[src/rtl/ddr_pkg.sv]
// Shared definitions for the DDR write path: scheduler state encoding and AXI burst constants.
package ddr_pkg;

  typedef enum logic [1:0] {
    S_IDLE   = 2'd0,
    S_START  = 2'd1,
    S_BURST  = 2'd2,
    S_UPDATE = 2'd3
  } sched_state_t;

  localparam logic [2:0] AXI_AWSIZE     = 3'b011;
  localparam logic [1:0] AXI_BURST_INCR = 2'b01;

  function automatic int bpb(input int data_width);
    return data_width / 8;
  endfunction

endpackage

[src/rtl/ddr_wr_ptr.sv]
// Per-channel circular write pointer: reloads base while disabled, advances one burst and wraps.
module ddr_wr_ptr #(
  parameter int ADDR_WIDTH = 29,
  parameter int STEP       = 128
) (
  input  logic                  ACLK,
  input  logic                  ARESETN,
  input  logic                  en,
  input  logic [ADDR_WIDTH-1:0] base,
  input  logic [ADDR_WIDTH-1:0] size,
  input  logic                  adv,
  output logic [ADDR_WIDTH-1:0] ptr,
  output logic                  wrap
);

  logic [ADDR_WIDTH:0] nxt;
  logic [ADDR_WIDTH:0] lim;

  // One extra bit so a window ending at the top of the address space still compares correctly.
  assign nxt  = {1'b0, ptr} + (ADDR_WIDTH+1)'(STEP);
  assign lim  = {1'b0, base} + {1'b0, size};
  assign wrap = en && adv && (nxt >= lim);

  always_ff @(posedge ACLK or negedge ARESETN) begin
    if (!ARESETN) begin
      ptr <= '0;
    end else if (!en) begin
      ptr <= base;
    end else if (adv) begin
      ptr <= wrap ? base : nxt[ADDR_WIDTH-1:0];
    end
  end

endmodule

[src/rtl/ddr_wr_sched.sv]
// Two-channel round-robin burst scheduler feeding the AXI write master.
// state    | meaning
// S_IDLE   | wait for master ready and an eligible channel; latch grant and start address
// S_START  | one-cycle wr_start to the master
// S_BURST  | steer data and pops to the granted channel until wr_done
// S_UPDATE | advance/wrap the granted pointer, record last grant
module ddr_wr_sched
  import ddr_pkg::*;
#(
  parameter int DATA_WIDTH      = 64,
  parameter int ADDR_WIDTH      = 29,
  parameter int BURST_LEN_WIDTH = 8,
  parameter int BURST_LEN       = 16,
  parameter int LVL_WIDTH       = 10
) (
  input  logic                       ACLK,
  input  logic                       ARESETN,
  input  logic                       ch0_en,
  input  logic [ADDR_WIDTH-1:0]      ch0_base,
  input  logic [ADDR_WIDTH-1:0]      ch0_size,
  input  logic [LVL_WIDTH-1:0]       ch0_level,
  input  logic [DATA_WIDTH-1:0]      ch0_data,
  output logic                       ch0_rd_en,
  output logic                       ch0_wrap,
  input  logic                       ch1_en,
  input  logic [ADDR_WIDTH-1:0]      ch1_base,
  input  logic [ADDR_WIDTH-1:0]      ch1_size,
  input  logic [LVL_WIDTH-1:0]       ch1_level,
  input  logic [DATA_WIDTH-1:0]      ch1_data,
  output logic                       ch1_rd_en,
  output logic                       ch1_wrap,
  output logic                       wr_start,
  output logic [BURST_LEN_WIDTH-1:0] wr_burst_len,
  output logic [ADDR_WIDTH-1:0]      wr_start_addr,
  input  logic                       wr_ready,
  output logic [DATA_WIDTH-1:0]      wr_fifo_rd_data,
  input  logic                       wr_fifo_rd_valid,
  input  logic                       wr_done,
  output logic                       busy
);

  localparam int STEP = BURST_LEN * bpb(DATA_WIDTH);

  sched_state_t          state, state_nxt;
  logic                  grant, grant_nxt;
  logic                  last;
  logic [1:0]            elig;
  logic [ADDR_WIDTH-1:0] ptr0, ptr1;
  logic                  adv0, adv1;
  logic                  in_burst;

  assign elig[0] = ch0_en && (ch0_level >= LVL_WIDTH'(BURST_LEN));
  assign elig[1] = ch1_en && (ch1_level >= LVL_WIDTH'(BURST_LEN));

  always_comb begin
    state_nxt = state;
    grant_nxt = grant;
    case (state)
      S_IDLE: begin
        if (wr_ready && (elig != 2'b00)) begin
          grant_nxt = (elig == 2'b11) ? ~last : elig[1];
          state_nxt = S_START;
        end
      end
      S_START:  state_nxt = S_BURST;
      S_BURST:  if (wr_done) state_nxt = S_UPDATE;
      S_UPDATE: state_nxt = S_IDLE;
      default:  state_nxt = S_IDLE;
    endcase
  end

  always_ff @(posedge ACLK or negedge ARESETN) begin
    if (!ARESETN) begin
      state         <= S_IDLE;
      grant         <= 1'b0;
      last          <= 1'b1;
      wr_start_addr <= '0;
    end else begin
      state <= state_nxt;
      grant <= grant_nxt;
      if (state == S_IDLE && state_nxt == S_START)
        wr_start_addr <= grant_nxt ? ptr1 : ptr0;
      if (state == S_UPDATE)
        last <= grant;
    end
  end

  assign busy         = (state != S_IDLE);
  assign wr_start     = (state == S_START);
  assign wr_burst_len = BURST_LEN_WIDTH'(BURST_LEN);
  assign in_burst     = (state == S_BURST);

  // Pops only count inside the burst window; stray master strobes elsewhere are dropped.
  assign ch0_rd_en       = wr_fifo_rd_valid && in_burst && !grant;
  assign ch1_rd_en       = wr_fifo_rd_valid && in_burst &&  grant;
  assign wr_fifo_rd_data = grant ? ch1_data : ch0_data;

  assign adv0 = (state == S_UPDATE) && !grant;
  assign adv1 = (state == S_UPDATE) &&  grant;

  ddr_wr_ptr #(.ADDR_WIDTH(ADDR_WIDTH), .STEP(STEP)) u_ptr0 (
    .ACLK(ACLK), .ARESETN(ARESETN), .en(ch0_en), .base(ch0_base), .size(ch0_size),
    .adv(adv0), .ptr(ptr0), .wrap(ch0_wrap)
  );

  ddr_wr_ptr #(.ADDR_WIDTH(ADDR_WIDTH), .STEP(STEP)) u_ptr1 (
    .ACLK(ACLK), .ARESETN(ARESETN), .en(ch1_en), .base(ch1_base), .size(ch1_size),
    .adv(adv1), .ptr(ptr1), .wrap(ch1_wrap)
  );

endmodule

[config.mk]
export PLATFORM = sky130hd
export DESIGN_NAME = ddr_wr_sched
export DESIGN_NICKNAME = d
export VERILOG_FILES = /design/src/rtl/ddr_pkg.sv /design/src/rtl/ddr_wr_ptr.sv /design/src/rtl/ddr_wr_sched.sv
export SDC_FILE = /design/constraint.sdc
export NUM_CORES = 1
export LEC_CHECK = 0
export ABC_AREA = 1
export CAP_MARGIN = 20
export CORE_MARGIN = 2
export CORE_UTILIZATION = 51
export CTS_CLUSTER_DIAMETER = 50
export CTS_CLUSTER_SIZE = 8
export DETAILED_ROUTE_END_ITERATION = 6
export MAX_ROUTING_LAYER = met4
export PLACE_DENSITY = 0.88
export SKIP_CTS_REPAIR_TIMING = 1
export SLEW_MARGIN = 25
export SYNTH_ARGS = -nofsm -noshare
export SYNTH_HDL_FRONTEND = slang
export SYNTH_SLANG_ARGS = --single-unit
[constraint.sdc]
create_clock -name ACLK -period 10.1 [get_ports ACLK]
set_input_delay 2.02 -clock ACLK [delete_from_list [all_inputs] [get_ports ACLK]]
set_output_delay 2.02 -clock ACLK [all_outputs]
set_load 0.005 [all_outputs]
==> reports/results.tsv <==
stage	metric	value	unit
sta	fin_setup_tns	0	ns
sta	fmax	122	MHz
synthesis	syn_avg_cell_area	6.37	µm²
run	drv_cap	0	
clock_tree	cts_sinks	91	
sta	worst_pin_slew	0.847	ns
routing	drc_errors	0	
worst_setup_path	arrival	6.16	ns
synthesis	synth_compound_area_frac	0.112	
synthesis	syn_inst	1743	
global_routing	grt_pass1_vias	12385	
floorplanning	rows	53	
layout	postLayoutCellArea	15100	µm²
placement	portBuffers	361	
placement	placedInstanceArea	14800	µm²
sta	maxSlewHeadroom	0.435	
synthesis	synth.area.mux_share	0	
synthesis	yosys.area_share.simple	0.379	
clock_tree	clock-root-buffer	clkbuf_16	
worst_hold_path	worstHoldStart	wr_start_addr[24]	
clock_tree	h-tree-depth	3	
global_routing	track_usage	0.367	
layout	fin_util	0.716	
power	pwr-share-comb	0.643	
global_routing	grt.overflow.total	0	
synthesis	synth-seq-area-share	0.205	
worst_setup_path	path_class	primary input to output port	
layout	fin_nets	2471	
floorplanning	boundaryPins	378	
global_routing	antenna_found_initial	3	
routing	num_vias	13063	
sta	period_minus_slack	8.18	ns
synthesis	synth_edf_count	0	
clock_tree	cts_tree	yes	
synthesis	synth_seq_cells	91	
power	p_clk_frac	0.140	
routing	viasPerCell	5.54	
synthesis	yosys_warnings	0	
power	p_sw	1.24	mW
placement	dpl.hpwl	34900	µm
synthesis	synthXorXnorAreaFrac	0.0662	
clock_tree	cts_max_path_buffers	2	
synthesis	ys.flop_type	dfrtp_1	
clock_tree	numCtsBuffers	9	
floorplanning	initial_utilization	0.524	
clock_tree	clkLatencyLatePin	0.35	ns
synthesis	netlist_top_cells_area	nand2_1, dfrtp_1, ha_1, inv_1, nand3_1	
clock_tree	clk_pin_slew	0.06	ns
routing	wl_per_cell	17.9	µm
floorplanning	die_y	151	µm
synthesis	netlist.area_leader.share	0.217	
power	peakVddDrop	126	µV
worst_setup_path	cp-end-kind	output port	
worst_setup_path	crit_required	8.08	ns
floorplanning	dieWidth	151	µm
sta	drv_slew	0	
synthesis	synth_top_family_by_area	simple AND/OR/NAND/NOR gates	
synthesis	yosysTopAreaCell	nand2_1	
worst_setup_path	start_kind	primary input	
power	p_per_area	176	nW/µm²
power	seqPwrFrac	0.216	
worst_hold_path	hold_class	flip-flop to flip-flop	
routing	dr.pass1.iters	5	
floorplanning	die_area	22900	µm²
worst_setup_path	r2r-start	u_ptr1.ptr[8]	
sta	finalCritPeriodShare	0.810	
power	p_sw_frac	0.465	
synthesis	async_flop_share	1.00	
global_routing	grt_pass1_wl	63700	µm
worst_setup_path	ff2ff_path_depth	20	
routing	drtIter0Drc	953	
routing	routed_wl	42100	µm
layout	final_common_cell	nand2_1	
worst_setup_path	rrSetupSlack	5.85	ns
layout	area_growth	36.5	%
power	intPower	1.42	mW
global_routing	grt_max_degree	69	
power	power.total	2.66	mW
layout	mostFrequentLayoutCells	nand2_1, clkdlybuf4s50_1, inv_1, nand3_1, ha_1	
power	power_leakage	7.47	nW
layout	drive_gt1_frac	0.0342	
worst_hold_path	hold_depth	2	
routing	postRouteAntennaNets	0	
outcome	status	complete, no violations	
synthesis	netlist_area	11100	µm²
synthesis	synth_cell_types	52	
floorplanning	core-area	21200	µm²
synthesis	synthAdderAreaFrac	0.145	
worst_setup_path	r2r-end	u_ptr1.ptr[10]	
placement	place_congestion	0.988	
sta	finalSetupViolCount	0	
sta	finClkSkew	0.0121	ns
sta	hold_violations	0	
worst_hold_path	hold_path_end	wr_start_addr[24]	
worst_setup_path	crit_fanout	17	
sta	grt_setup_unrepaired	no	
## power groups by stage
stage / clock network, mW / registers, mW / logic, mW
floorplan: 0 / 0.556 / 0.954
global placement: 0 / 0.571 / 1.64
detailed placement: 0 / 0.575 / 1.69
CTS: 0.371 / 0.572 / 1.70
global route: 0.387 / 0.588 / 1.88
finish: 0.373 / 0.576 / 1.71
## worst max-delay path, cell delays in order
cell	delay, ns
clkdlybuf4s50_1	0.43
ha_1	0.24
fa_1	0.45
nand3_1	0.12
nand2_1	0.09
nand4_1	0.09
nand2_1	0.14
nand2_1	0.10
nand2_1	0.11
nand3_1	0.10
nand2_1	0.09
xor2_1	0.16
ha_1	0.29
nand4_1	0.11
nor2_1	0.18
nand2_1	0.12
nor3_2	0.15
nand2_2	0.26
nand2_1	0.17
nand2_2	0.12
inv_1	0.10
clkdlybuf4s50_1	0.50
## logic make-up after synthesis
| kind of cell | Yosys count |
|---|---|
| flops | 91 |
| simple gates | 981 |
| xor+xnor | 83 |
| compound gates | 217 |
| fa+ha+maj | 127 |
| buf+inv | 242 |
| other cells | 2 |
## cells in the mapped netlist (2+ instances only)
cell / number
fa_1: 2
buf_4: 18
nor2_4: 2
nor4_1: 3
o21ai_0: 58
o21ai_1: 11
nor2_2: 4
nand3_2: 10
xnor2_1: 30
o211ai_1: 27
buf_1: 4
nand3_1: 125
clkbuf_1: 19
a21oi_1: 94
conb_1: 2
a21boi_2: 3
o21a_1: 3
nand2_4: 3
o31ai_1: 3
nor3_2: 4
nor2_1: 107
buf_6: 3
buf_2: 10
nand3b_1: 7
dfrtp_1: 90
xor2_1: 52
o21bai_1: 5
and2_1: 2
a31oi_1: 3
a21boi_1: 2
ha_1: 125
nand2_1: 641
nor3_4: 2
inv_1: 184
nand4_1: 34
inv_2: 2
a21o_1: 4
nand2_2: 6
nor3_1: 26
## stage by stage
stage | std cells | hold slack, ns | worst slack, ns
after floorplan | 1749 | 0.460 | 3.53
after global placement | 2337 | 0.464 | 2.09
after detailed placement | 2337 | 0.465 | 1.99
after CTS | 2353 | 0.482 | 1.99
after global routing | 2356 | 0.503 | 1.62
final | 2356 | 0.480 | 1.92
## worst max path at each step
stage                startpoint       end  slack [ns]  cells after the start
floorplan           ch0_base[0]  ch0_wrap        3.53                     22
global route        ch1_base[0]  ch1_wrap        1.62                     22
finish              ch1_base[0]  ch1_wrap        1.92                     22
CTS                 ch1_base[0]  ch1_wrap        1.99                     25
global placement    ch1_base[0]  ch1_wrap        2.09                     22
detailed placement  ch1_base[0]  ch1_wrap        1.99                     25
## state kept, by name (all words and copies together), names as in the netlist
register and count:
last 1, u_ptr0.ptr 29, grant 1, wr_start_addr 29, state 2, u_ptr1.ptr 29
## layer usage
metal	up-vias	wire (µm)	share of wire	global-route usage
li1	6337	-	-	-
met3	122	3390	0.081	0.0680
met4	0	2280	0.054	0.182
met5	-	0	0	-
met2	564	20400	0.48	0.620
met1	6040	16000	0.38	0.419
## final cells by class
cell class,instances,area [µm²]
inverter,187,703
clock inverter,6,88.8
clock buffer,10,229
fill,1805,6010
multi-input combinational,1416,7830
tap,275,344
antenna,3,7.51
sequential,91,2280
timing repair buffer,368,3660
Power figures use the tool's default switching activity.
